File: config.mk
export PLATFORM = sky130hd
export DESIGN_NAME = lsu_subword_ctrl
export DESIGN_NICKNAME = d
export VERILOG_FILES = /design/src/rtl/lsu_subword_ctrl.sv
export SDC_FILE = /design/constraint.sdc
export NUM_CORES = 1
export LEC_CHECK = 0
export ABC_AREA = 0
export BUFFER_PORTS_ARGS = -buffer_cell sky130_fd_sc_hd__buf_2
export CORE_ASPECT_RATIO = 0.7
export CORE_MARGIN = 1
export CORE_UTILIZATION = 49
export DETAILED_ROUTE_END_ITERATION = 12
export GPL_TIMING_DRIVEN = 0
export PLACE_DENSITY = 0.81
export SLEW_MARGIN = 30
export SYNTH_ARGS = -nofsm -noshare
export SYNTH_HDL_FRONTEND = slang
export SYNTH_SLANG_ARGS = --single-unit
File: constraint.sdc
create_clock -name clk -period 4.2 [get_ports clk]
set_input_delay 0.42 -clock clk [delete_from_list [all_inputs] [get_ports clk]]
set_output_delay 0.42 -clock clk [all_outputs]
set_load 0.05 [all_outputs]
File: src/rtl/lsu_subword_ctrl.sv
// Load/store unit adding byte/halfword access over a word-only data memory; loads and SW take 0 cycles,
// SB/SH take a 2-cycle read-modify-write (one stall cycle). Misaligned requests are blocked and logged.
module lsu_subword_ctrl #(
   parameter int FAULT_CNT_W = 8
) (
   input  logic                   clk,
   input  logic                   reset,
   input  logic                   req_valid,
   input  logic                   req_we,
   input  logic [2:0]             funct3,
   input  logic [31:0]            addr,
   input  logic [31:0]            store_data,
   output logic [31:0]            load_data,
   output logic                   stall,
   output logic                   misaligned,
   output logic [31:0]            mem_addr,
   output logic [31:0]            mem_wd,
   output logic                   mem_we,
   input  logic [31:0]            mem_rd,
   input  logic                   fault_clr,
   output logic                   fault_valid,
   output logic [31:0]            fault_addr,
   output logic [FAULT_CNT_W-1:0] fault_count
);

   typedef enum logic {
      IDLE      = 1'b0,
      RMW_WRITE = 1'b1
   } state_t;

   state_t                 state_q, state_d;
   logic [31:0]            merge_q, merge_d;
   logic [31:0]            addr_q, addr_d;
   logic                   fault_valid_q, fault_valid_d;
   logic [31:0]            fault_addr_q, fault_addr_d;
   logic [FAULT_CNT_W-1:0] fault_count_q, fault_count_d;

   logic        is_byte, is_half, is_word, is_signed;
   logic        f3_valid, req_idle, misalign_raw, access_ok;
   logic        do_load, do_sw, do_sub_st;
   logic [7:0]  lane_byte;
   logic [15:0] lane_half;
   logic [31:0] merge_word;

   always_comb begin
      is_byte   = 1'b0;
      is_half   = 1'b0;
      is_word   = 1'b0;
      is_signed = 1'b0;
      case (funct3)
         3'b000: begin is_byte = 1'b1; is_signed = 1'b1; end
         3'b001: begin is_half = 1'b1; is_signed = 1'b1; end
         3'b010: is_word = 1'b1;
         3'b100: is_byte = 1'b1;
         3'b101: is_half = 1'b1;
         default: ;
      endcase
   end

   // Requests are only honoured in IDLE; during RMW_WRITE the held request is the one being completed.
   assign f3_valid     = is_byte | is_half | is_word;
   assign req_idle     = (state_q == IDLE) && req_valid && f3_valid;
   assign misalign_raw = (is_half && addr[0]) || (is_word && (addr[1:0] != 2'b00));
   assign misaligned   = req_idle && misalign_raw;
   assign access_ok    = req_idle && !misalign_raw;
   assign do_load      = access_ok && !req_we;
   assign do_sw        = access_ok && req_we && is_word;
   assign do_sub_st    = access_ok && req_we && !is_word;

   always_comb begin
      lane_byte = mem_rd[7:0];
      case (addr[1:0])
         2'b00: lane_byte = mem_rd[7:0];
         2'b01: lane_byte = mem_rd[15:8];
         2'b10: lane_byte = mem_rd[23:16];
         2'b11: lane_byte = mem_rd[31:24];
         default: ;
      endcase
      lane_half = addr[1] ? mem_rd[31:16] : mem_rd[15:0];
   end

   always_comb begin
      load_data = 32'h0;
      if (do_load) begin
         if (is_word) begin
            load_data = mem_rd;
         end else if (is_half) begin
            load_data = {{16{is_signed & lane_half[15]}}, lane_half};
         end else begin
            load_data = {{24{is_signed & lane_byte[7]}}, lane_byte};
         end
      end
   end

   always_comb begin
      merge_word = mem_rd;
      if (is_half) begin
         if (addr[1]) merge_word[31:16] = store_data[15:0];
         else         merge_word[15:0]  = store_data[15:0];
      end else begin
         case (addr[1:0])
            2'b00: merge_word[7:0]   = store_data[7:0];
            2'b01: merge_word[15:8]  = store_data[7:0];
            2'b10: merge_word[23:16] = store_data[7:0];
            2'b11: merge_word[31:24] = store_data[7:0];
            default: ;
         endcase
      end
   end

   always_comb begin
      state_d = state_q;
      merge_d = merge_q;
      addr_d  = addr_q;
      if (state_q == RMW_WRITE) begin
         state_d = IDLE;
      end else if (do_sub_st) begin
         state_d = RMW_WRITE;
         merge_d = merge_word;
         addr_d  = {addr[31:2], 2'b00};
      end
   end

   // A clear in the same cycle as a fault wins; the fault is not counted.
   always_comb begin
      fault_valid_d = fault_valid_q;
      fault_addr_d  = fault_addr_q;
      fault_count_d = fault_count_q;
      if (fault_clr) begin
         fault_valid_d = 1'b0;
         fault_addr_d  = 32'h0;
         fault_count_d = '0;
      end else if (misaligned) begin
         if (fault_count_q != {FAULT_CNT_W{1'b1}}) begin
            fault_count_d = fault_count_q + FAULT_CNT_W'(1);
         end
         if (!fault_valid_q) begin
            fault_addr_d = addr;
         end
         fault_valid_d = 1'b1;
      end
   end

   always_comb begin
      mem_addr = {addr[31:2], 2'b00};
      mem_wd   = store_data;
      mem_we   = do_sw;
      stall    = do_sub_st;
      if (state_q == RMW_WRITE) begin
         mem_addr = addr_q;
         mem_wd   = merge_q;
         mem_we   = 1'b1;
         stall    = 1'b0;
      end
      if (reset) begin
         mem_we = 1'b0;
         stall  = 1'b0;
      end
   end

   assign fault_valid = fault_valid_q;
   assign fault_addr  = fault_addr_q;
   assign fault_count = fault_count_q;

   always_ff @(posedge clk or posedge reset) begin
      if (reset) begin
         state_q       <= IDLE;
         merge_q       <= 32'h0;
         addr_q        <= 32'h0;
         fault_valid_q <= 1'b0;
         fault_addr_q  <= 32'h0;
         fault_count_q <= '0;
      end else begin
         state_q       <= state_d;
         merge_q       <= merge_d;
         addr_q        <= addr_d;
         fault_valid_q <= fault_valid_d;
         fault_addr_q  <= fault_addr_d;
         fault_count_q <= fault_count_d;
      end
   end

endmodule

==> impl_summary.log, run 1 <==
INFO  metric syn_area = ~0.0060 sq mm
INFO  metric post_cts_buffers = 0
INFO  metric seq_total_area_yosys = a little over two fifths
INFO  metric timing.hold.worst.class = primary input to asynchronous set/reset pin
INFO  metric status = complete, no violations
INFO  metric synth.top_cells.by_area = sky130_fd_sc_hd__dfrtp_1, sky130_fd_sc_hd__mux2_2, sky130_fd_sc_hd__nand2_1
INFO  metric netlist.top_cell.by_area = sky130_fd_sc_hd__dfrtp_1
INFO  metric clkSlewWorstSetupHoldPaths = 0.08 ns
INFO  metric power_switching_share = between 30 and 40%
INFO  metric worstReg2RegStart = state_q
INFO  metric finalMaxSlewViolations = 0
INFO  metric global_route.usage.total = 29.7%
INFO  metric grt_start_max_net_pins = between 60 and 70
INFO  metric firstDrtPassIters = 5
INFO  metric fmax = a little over 300 MHz
INFO  metric critical-path-top-delay-family = simple AND/OR/NAND/NOR gates
INFO  metric core = about 0.012 sq mm
INFO  metric grt_antenna_before_repair = 0
INFO  metric pint = 1.79 mW
INFO  metric detail_route.drc_violations = 0
INFO  metric crit_path_start = state_q
INFO  metric synthCells = approximately 630
INFO  metric p_leak = slightly above 4 nW
INFO  metric worst_ir_drop_vdd = between 0.0002 and 0.00025 V
INFO  metric deepest_clock_path_buffer_count = 2
INFO  metric max_slew.worst_pin.slew = about 0.83 ns
INFO  metric route.antenna.remaining_nets = 0
INFO  metric drv_cap = 0
INFO  metric count_of_cell_types_in_the_netlist = slightly above 50
INFO  metric num_ports = around 240
INFO  metric tritoncts = yes
INFO  metric cts_made_buffers = 9
INFO  metric crit_required = 3.78 ns
INFO  metric cp_cell_sequence = clkbuf_1 > nor2b_1 > and2_1 > nand4_1 > clkbuf_1 > nor2_1 > buf_2
INFO  metric number_of_enable_flip_flop_cells_after_synthesis = 0
INFO  metric power.total = 2.82 mW
INFO  metric die_h = 94.6 um
INFO  metric postSynth.topFlopCell = sky130_fd_sc_hd__dfrtp_1
INFO  metric worst_setup_path_end_kind = output port
INFO  metric yosysWarnings = 0
INFO  metric fin_worst_skew = around 0.012 ns
INFO  metric rsz0062_at_grt = false
INFO  metric nNetsFinal = between 900 and 1,000
INFO  metric vias = 5,857
INFO  metric powerDensity = ~360 mW/mm^2
INFO  metric buffer_ports.inserted = 241
INFO  metric power.switching = between 1 and 1.5 mW
INFO  metric critical_path.most_common_cell = sky130_fd_sc_hd__clkbuf_1
INFO  metric ys_seq_elements = between 100 and 150
INFO  metric startpoint_type = register
INFO  metric placement_rows = 33
INFO  metric dpl.hpwl = 14,600 um
INFO  metric die_width = 134 um
INFO  metric start_util = about half
INFO  metric grt_pass1_wl = ~29,000 um
INFO  metric synth-async-reset-ratio = 100%
INFO  metric floorplan.die_area = 0.0127 sq mm
INFO  metric detail_route.vias_per_cell = between 5 and 6
INFO  metric via_count_of_the_first_global_routing_pass = approximately 5,400
INFO  metric power_frac_comb = roughly 28%
INFO  metric place_ws = between 1 and 1.5 ns
INFO  metric finalSetupViolations = 0
INFO  metric critPathArrivalTime = between 2 and 3 ns
INFO  metric setup.worst_path.class = register to output port
INFO  metric cts_num_sinks = 104
INFO  metric clock_network_fraction_of_design_power = ~30%
INFO  metric path_max_fanout = 10
INFO  metric synth_top_area_share = between 40% and 50%
INFO  metric cts_root_buf = sky130_fd_sc_hd__clkbuf_16
INFO  metric placedInstanceArea = approximately 0.0074 sq mm
INFO  metric dr.first_iter.drc_count = about 370
INFO  metric timing.final.hold_violations = 0
INFO  metric avgSynthCellArea = 9.58 sq um
INFO  metric htreeDepth = 3
INFO  metric pwr-share-seq = 42.5%
INFO  metric clk-insertion-delay-late = 0.35 ns
INFO  metric max_slew_margin = about 45%
INFO  metric min_period_over_period = between 70 and 80%
INFO  metric cp_slowest_cell = sky130_fd_sc_hd__dfrtp_1
INFO  metric cts-resized-gates = 0
INFO  metric area_growth = 29.0%
INFO  metric post_route_cells_drive_above_1_share = 42.1%
INFO  metric grt_total_ovfl = 0
INFO  metric max_stage_delay = about 0.40 ns
INFO  metric critical_path_buf_inv_count = 3
INFO  metric worst_slack = about 0.94 ns
INFO  metric route.final.wire_length = between 15,000 and 20,000 um
INFO  metric final_period_minus_worst_setup_slack = roughly 3.3 ns
INFO  metric detail_route.wl_per_cell = 18.3 um
INFO  metric number_of_hold_buffers_added_after_cts = 0
INFO  metric gp_congestion = between 0.9 and 1
INFO  metric final_design_area_no_fill = between 0.007 and 0.008 sq mm
[placed cells by master (no fill, tap or decap), types with 4 or more instances in the layout]
cell / Yosys / layout
sky130_fd_sc_hd__o21ai_1: 5 / 5
sky130_fd_sc_hd__nor2_1: 34 / 34
sky130_fd_sc_hd__clkbuf_16: 0 / 9
sky130_fd_sc_hd__mux2_2: 69 / 69
sky130_fd_sc_hd__nor2b_1: 6 / 6
sky130_fd_sc_hd__a22o_1: 32 / 32
sky130_fd_sc_hd__mux2i_1: 23 / 23
sky130_fd_sc_hd__o221a_2: 8 / 8
sky130_fd_sc_hd__a21oi_1: 11 / 11
sky130_fd_sc_hd__a21boi_0: 8 / 8
sky130_fd_sc_hd__o21ai_0: 51 / 51
sky130_fd_sc_hd__a32oi_1: 7 / 7
sky130_fd_sc_hd__a221oi_1: 4 / 4
sky130_fd_sc_hd__o2bb2ai_1: 12 / 12
sky130_fd_sc_hd__dfrtp_1: 104 / 104
sky130_fd_sc_hd__inv_1: 10 / 9
sky130_fd_sc_hd__a21o_1: 5 / 5
sky130_fd_sc_hd__nand3_1: 12 / 12
sky130_fd_sc_hd__nand2b_1: 10 / 10
sky130_fd_sc_hd__o22ai_1: 6 / 6
sky130_fd_sc_hd__clkbuf_1: 22 / 22
sky130_fd_sc_hd__nand2_1: 122 / 122
sky130_fd_sc_hd__buf_2: 22 / 263
[final timing paths]
kind                                        to  slack (ns)  cells past startpoint
min in group clk                    addr_q[19]        0.29                      3
worst max register to register  fault_addr[22]        1.79                      6
max in group asynchronous          merge_q[12]        3.47                      3
worst max-delay path             load_data[23]        0.94                      7
worst min-delay path            fault_addr[20]        0.10                      2
worst min register to register       addr_q[9]        0.48                      2
[layer usage]
metal  track usage (%)  part of all wire, %
met5                 0                    0
met4              6.74                  1.6
met3              10.1                  9.5
met2              42.0                   42
met1              43.6                   47
[Yosys cell counts, types with 7 or more instances]
cell and instances:
sky130_fd_sc_hd__a32oi_1 7, sky130_fd_sc_hd__a21oi_1 11, sky130_fd_sc_hd__nand2_1 122, sky130_fd_sc_hd__inv_1 10, sky130_fd_sc_hd__nand3_1 12, sky130_fd_sc_hd__clkbuf_1 22, sky130_fd_sc_hd__o21ai_0 51, sky130_fd_sc_hd__nor2_1 34
sky130_fd_sc_hd__mux2_2 69, sky130_fd_sc_hd__buf_2 22, sky130_fd_sc_hd__o2bb2ai_1 12, sky130_fd_sc_hd__o221a_2 8, sky130_fd_sc_hd__nand2b_1 10, sky130_fd_sc_hd__a22o_1 32, sky130_fd_sc_hd__a21boi_0 8, sky130_fd_sc_hd__dfrtp_1 104
sky130_fd_sc_hd__mux2i_1 23
[power groups by stage]
stage | logic, mW | registers [mW] | clock network (mW)
final | 0.782 | 1.20 | 0.841
after CTS | 0.777 | 1.20 | 0.855
after global routing | 0.839 | 1.21 | 0.900
after global placement | 0.758 | 1.21 | 0
after detailed placement | 0.775 | 1.21 | 0
after floorplan | 0.537 | 1.22 | 0
[sequential cells by signal, indices dropped and copies added (netlist names)]
register,count
fault_addr,32
fault_valid,1
fault_count,8
state_q,1
merge_q,32
addr_q,30
[stage by stage]
step                hold WS [ns]  instances  utilization (%)  setup TNS (ns)
floorplan                  0.440        627                -               0
global placement           0.454       1025             62.7          -22.37
detailed placement         0.460       1026             63.0               0
CTS                        0.113       1042             65.5               0
global route               0.127       1042             65.5               0
finish                     0.100       1043             65.5               0
[cells by family (layout without fill, tap and decap cells)]
family / count (synthesis) / after routing / synth area share [%]
and+or+nand+nor: 204 / 204 / 15.1
other: 1 / 3 / 0.0625
DFF: 104 / 104 / 43.4
adders and majority gates: 1 / 1 / 0.209
buffers and inverters: 61 / 319 / 4.71
muxes: 93 / 93 / 17.2
AOI/OAI and AO/OA: 162 / 162 / 19.4
[layout make-up]
class | instances | area (sq um)
Clock inverter | 7 | 73.8
Timing Repair Buffer | 242 | 1230
Inverter | 11 | 46.3
Antenna cell | 1 | 2.50
Fill cell | 1026 | 4070
Sequential cell | 104 | 2600
Buffer | 50 | 241
Clock buffer | 9 | 225
Tap cell | 157 | 196
Multi-Input combinational cell | 462 | 3120
(Power assumes the default switching activity.)
==> inputs of run 2 (changes only) <==
clock period = 3.37 ns   (was 4.2 ns; I/O delays follow)
==> run 2 against run 1 <==
Worst setup slack lost 0.70 ns. Combinational power grew 26%. Die area is the same. Critical path type unchanged. Largest cell class unchanged. Highest routed layer unchanged.
==> impl_summary.log, run 2 (synthesis results as in run 1) <==
INFO  metric most-common-layout-cells = sky130_fd_sc_hd__buf_2, sky130_fd_sc_hd__nand2_1, sky130_fd_sc_hd__dfrtp_1
INFO  metric number_of_hold_buffers_added_after_cts = 0
INFO  metric crit_required = about 3.0 ns
INFO  metric rsz0062_at_grt = false
INFO  metric final_period_minus_worst_setup_slack = about 3.1 ns
INFO  metric grt_pass1_wl = ~30,000 um
INFO  metric start_util = roughly half
INFO  metric critical_path.most_common_cell = sky130_fd_sc_hd__clkbuf_1
INFO  metric nNetsFinal = about 990
INFO  metric powerDensity = 453 mW/mm^2
INFO  metric worstReg2RegStart = state_q
INFO  metric vias = just under 6,000
INFO  metric clkSlewWorstSetupHoldPaths = roughly 0.08 ns
INFO  metric dpl.hpwl = ~15,000 um
INFO  metric die_width = around 130 um
INFO  metric post_cts_buffers = 0
INFO  metric drv_cap = 0
INFO  metric worst_ir_drop_vdd = slightly below 0.0003 V
INFO  metric startpoint_type = register
INFO  metric num_ports = about 240
INFO  metric placedInstanceArea = approximately 0.0075 sq mm
INFO  metric critPathArrivalTime = 2.79 ns
INFO  metric gp_congestion = about 1.0
INFO  metric hold-worst-slack = 0.0338 ns
INFO  metric clk-insertion-delay-late = 0.35 ns
INFO  metric detail_route.wl_per_cell = ~19 um
INFO  metric die_h = approximately 95 um
INFO  metric mostFrequentLayoutCell = sky130_fd_sc_hd__buf_2
INFO  metric power.total = about 3.5 mW
INFO  metric detail_route.drc_violations = 0
INFO  metric grt_total_ovfl = 0
INFO  metric area_growth = 29.4%
INFO  metric grt_antenna_before_repair = 1
INFO  metric finalSetupViolations = 0
INFO  metric max_stage_delay = 0.41 ns
INFO  metric floorplan.die_area = around 0.013 sq mm
INFO  metric post-route-util = approximately two thirds
INFO  metric placement_rows = 33
INFO  metric max_slew.worst_pin.slew = just over 0.9 ns
INFO  metric timing.final.hold_violations = 0
INFO  metric p_leak = roughly 4 nW
INFO  metric setup.worst_path.class = register to output port
INFO  metric cts_made_buffers = 9
INFO  metric deepest_clock_path_buffer_count = 2
INFO  metric firstDrtPassIters = 8
INFO  metric cts_root_buf = sky130_fd_sc_hd__clkbuf_16
INFO  metric grt_start_max_net_pins = 30
INFO  metric route.antenna.remaining_nets = 0
INFO  metric fin_worst_skew = about 0.0065 ns
INFO  metric fillerInstances = roughly 1,000
INFO  metric final_design_area_no_fill = 0.00776 sq mm
INFO  metric post_route_cells_drive_above_1_share = between 40% and 50%
INFO  metric min_period_over_period = 92.9%
INFO  metric worst_setup_path_end_kind = output port
INFO  metric via_count_of_the_first_global_routing_pass = between 5,000 and 6,000
INFO  metric max_slew_margin = a little under two fifths
INFO  metric route.final.wire_length = ~19,000 um
INFO  metric cts-resized-gates = 0
INFO  metric cp_cell_sequence = clkbuf_1 > nor2b_1 > and2_1 > nand4_1 > clkbuf_1 > nor2_1 > buf_2
INFO  metric footprint_of_the_flip_flops_and_latches = around 0.0026 sq mm
INFO  metric global_route.usage.total = a little under a third
INFO  metric crit_path_start = state_q
INFO  metric finalMaxSlewViolations = 0
INFO  metric insertedDiodeCount = 0
INFO  metric htreeDepth = 3
INFO  metric status = complete, no violations
INFO  metric multiInputGateArea = approximately 0.0031 sq mm
INFO  metric timing.hold.worst.class = primary input to asynchronous set/reset pin
INFO  metric final_cell_count_no_fill = approximately 1,000
INFO  metric dr.first_iter.drc_count = ~450
INFO  metric cp_slowest_cell = sky130_fd_sc_hd__dfrtp_1
INFO  metric buffer_ports.inserted = ~240
INFO  metric detail_route.vias_per_cell = 5.72
INFO  metric place_inst = 1,028
INFO  metric fmax = roughly 320 MHz
INFO  metric path_max_fanout = 10
INFO  metric core = approximately 0.012 sq mm
INFO  metric cts_num_sinks = around 100
INFO  metric tritoncts = yes
## run 2: changes by cell type in the layout (fill, tap and decap cells not counted)
cell | previous run | this run
sky130_fd_sc_hd__clkinv_4 | 1 | 2
sky130_fd_sc_hd__inv_6 | 1 | 2
sky130_fd_sc_hd__buf_12 | 0 | 3
sky130_fd_sc_hd__diode_2 | 1 | 0
sky130_fd_sc_hd__buf_16 | 1 | 0
sky130_fd_sc_hd__inv_8 | 3 | 1
## run 2: layout make-up
class                           instances  area share (%)
Tap cell                              157            2.53
Sequential cell                       104            33.5
Inverter                               11           0.580
Clock inverter                          7           0.902
Timing Repair Buffer                  244            16.3
Buffer                                 50            3.11
Multi-Input combinational cell        462            40.1
Clock buffer                            9            2.90
## run 2: metrics by stage
stage	setup WS, ns	TNS, ns
after CTS	0.272	0
after global routing	0.0677	0
after global placement	-0.107	-0.107
after floorplan	0.685	0
after detailed placement	0.484	0
final	0.239	0
## run 2: path summary, 6_finish.rpt
path / to / slack (ns) / cells after the start
max: load_data[29] / 0.24 / 7
min: fault_addr[8] / 0.03 / 2
max reg2reg: fault_addr[6] / 1.03 / 6
min reg2reg: addr_q[11] / 0.48 / 2
max in group asynchronous: merge_q[15] / 2.37 / 5
min in group clk: addr_q[13] / 0.20 / 3
## run 2: report_power, final
group / internal [mW] / leakage [nW] / switching (mW) / total (mW)
combinational: 0.307 / 2.55 / 0.676 / 0.983
clock: 0.521 / 0.141 / 0.520 / 1.04
sequential: 1.41 / 1.36 / 0.0859 / 1.49
total: 2.24 / 4.05 / 1.28 / 3.52
## run 2: layer usage
metal / vias to the layer above / GRT usage (%) / share of wire [%]
met2: 281 / 43.8 / 43
met3: 36 / 11.3 / 10
li1: 2755 / - / -
met4: 0 / 7.02 / 1.6
met5: - / 0 / 0
met1: 2897 / 43.4 / 45
## run 2: critical path: cells and delay by family, from the launching register on
family	cells	cell delay, ns
and+or+nand+nor	4	1.10
buffers and inverters	3	0.93
DFF	1	0.41
==> inputs of run 3 (changes only) <==
CORE_ASPECT_RATIO = 1.2   (was 0.7)
==> run 3 against run 2 <==
Sequential share of layout area barely moved. Worst setup slack improved by 0.051 ns. Die area barely moved.
==> impl_summary.log, run 3 (synthesis results as in run 1) <==
INFO  metric core = around 0.012 sq mm
INFO  metric powerDensity = around 450 mW/mm^2
INFO  metric detail_route.drc_violations = 0
INFO  metric setup.worst_path.class = register to output port
INFO  metric grt_start_max_net_pins = 31
INFO  metric critical-path-top-delay-family = simple AND/OR/NAND/NOR gates
INFO  metric die_h = about 120 um
INFO  metric timing.hold.worst.class = primary input to asynchronous set/reset pin
INFO  metric grt_antenna_before_repair = 2
INFO  metric critical_path_buf_inv_count = 3
INFO  metric htreeDepth = 3
INFO  metric rsz0062_at_grt = false
INFO  metric area_growth = 29.5%
INFO  metric vias = 5,904
INFO  metric placement_rows = 43
INFO  metric worst_setup_path_end_kind = output port
INFO  metric die_width = 103 um
INFO  metric fillerInstances = 1,039
INFO  metric route.final.wire_length = approximately 19,000 um
INFO  metric path_max_fanout = 10
INFO  metric cp_slowest_cell = sky130_fd_sc_hd__dfrtp_1
INFO  metric cts_made_buffers = 9
INFO  metric final_period_minus_worst_setup_slack = 3.08 ns
INFO  metric clkSlewWorstSetupHoldPaths = 0.08 ns
INFO  metric post_cts_buffers = 0
INFO  metric critical_path.most_common_cell = sky130_fd_sc_hd__clkbuf_1
INFO  metric tritoncts = yes
INFO  metric via_count_of_the_first_global_routing_pass = 5,626
INFO  metric gp_congestion = a little under 1
INFO  metric final_cell_count_no_fill = approximately 1,000
INFO  metric critPathArrivalTime = between 2 and 3 ns
INFO  metric mostFrequentLayoutCell = sky130_fd_sc_hd__buf_2
INFO  metric min_period_over_period = between 90% and 100%
INFO  metric dpl.hpwl = 14,700 um
INFO  metric cts-resized-gates = 0
INFO  metric cts_root_buf = sky130_fd_sc_hd__clkbuf_16
INFO  metric start_util = 51.1%
INFO  metric crit_required = between 3 and 4 ns
INFO  metric cts_num_sinks = approximately 100
INFO  metric most-common-layout-cells = sky130_fd_sc_hd__buf_2, sky130_fd_sc_hd__nand2_1, sky130_fd_sc_hd__dfrtp_1
INFO  metric detail_route.vias_per_cell = 5.64
INFO  metric global_route.usage.total = 30.1%
INFO  metric firstDrtPassIters = 5
INFO  metric cp_cell_sequence = clkbuf_1 > nor2b_1 > and2_1 > nand4_1 > clkbuf_1 > nor2_1 > buf_2
INFO  metric finalMaxSlewViolations = 0
INFO  metric power.total = ~3.5 mW
INFO  metric startpoint_type = register
INFO  metric grt_pass1_wl = around 29,000 um
INFO  metric crit_path_start = state_q
INFO  metric fmax = 325 MHz
INFO  metric place_inst = 1,028
INFO  metric finalSetupViolations = 0
INFO  metric drv_cap = 0
INFO  metric dr.first_iter.drc_count = slightly above 300
INFO  metric max_stage_delay = slightly below 0.4 ns
INFO  metric num_ports = 244
INFO  metric buffer_ports.inserted = roughly 240
INFO  metric clk-insertion-delay-late = between 0.3 and 0.4 ns
INFO  metric worstReg2RegStart = state_q
INFO  metric p_leak = just over 4 nW
INFO  metric grt_total_ovfl = 0
INFO  metric fin_worst_skew = roughly 0.0057 ns
INFO  metric post_route_cells_drive_above_1_share = between 40% and 50%
INFO  metric max_slew_margin = 50.4%
INFO  metric deepest_clock_path_buffer_count = 2
INFO  metric timing.final.hold_violations = 0
INFO  metric nNetsFinal = roughly 1,000
INFO  metric floorplan.die_area = 0.0127 sq mm
INFO  metric max_slew.worst_pin.slew = 0.744 ns
INFO  metric detail_route.wl_per_cell = roughly 18 um
INFO  metric status = complete, no violations
INFO  metric route.antenna.remaining_nets = 0
INFO  metric worst_ir_drop_vdd = roughly 0.00025 V
INFO  metric number_of_hold_buffers_added_after_cts = 0
[run 3: cell count changes in the layout (fill, tap and decap cells not counted)]
cell and delta:
sky130_fd_sc_hd__clkinvlp_4 +2, sky130_fd_sc_hd__diode_2 +2, sky130_fd_sc_hd__clkinv_4 -1, sky130_fd_sc_hd__inv_6 -1
[run 3: cell type report]
class,instances,area (sq um),share of cell area (%)
Buffer,50,241,3.11
Clock buffer,9,225,2.90
Clock inverter,7,67.6,0.870
Antenna cell,2,5.00,0.0644
Inverter,11,45.0,0.580
Timing Repair Buffer,244,1270,16.3
Sequential cell,104,2600,33.5
Tap cell,157,196,2.53
Multi-Input combinational cell,462,3120,40.1
[run 3: routing by layer]
metal / global-route usage, % / routed length (um) / part of all wire, %
met1: 34.6 / 7390 / 39
met2: 52.0 / 9280 / 49
met3: 6.27 / 1530 / 8.0
met4: 16.8 / 863 / 4.5
met5: 0 / 0 / 0
[run 3: worst paths after layout]
kind,to,slack [ns],depth (start not counted)
max in group asynchronous,merge_q[22],2.57,4
setup / recovery,load_data[28],0.29,7
hold / removal,addr_q[10],0.05,2
setup reg to reg,fault_addr[28],1.05,6
min in group clk,addr_q[22],0.21,3
hold reg to reg,addr_q[7],0.47,2
[run 3: report_power, final]
part / switching, mW / total, mW / internal (mW)
logic: 0.663 / 0.970 / 0.307
registers: 0.0906 / 1.50 / 1.41
clock network: 0.502 / 1.02 / 0.517
[run 3: stage by stage]
| step | worst slack, ns | util [%] | hold slack (ns) | cell area, sq um | TNS (ns) |
|---|---|---|---|---|---|
| 6_report | 0.289 | 66.2 | 0.0501 | 7770 | 0 |
| 3_3_place_gp | -0.0608 | 63.2 | 0.452 | 7410 | -0.0608 |
| 2_1_floorplan | 0.685 | - | 0.440 | 6010 | 0 |
| 3_5_place_dp | 0.644 | 63.7 | 0.441 | 7470 | 0 |
| 4_1_cts | 0.256 | 66.2 | 0.0645 | 7760 | 0 |
| 5_1_grt | 0.0431 | 66.2 | 0.0869 | 7760 | 0 |
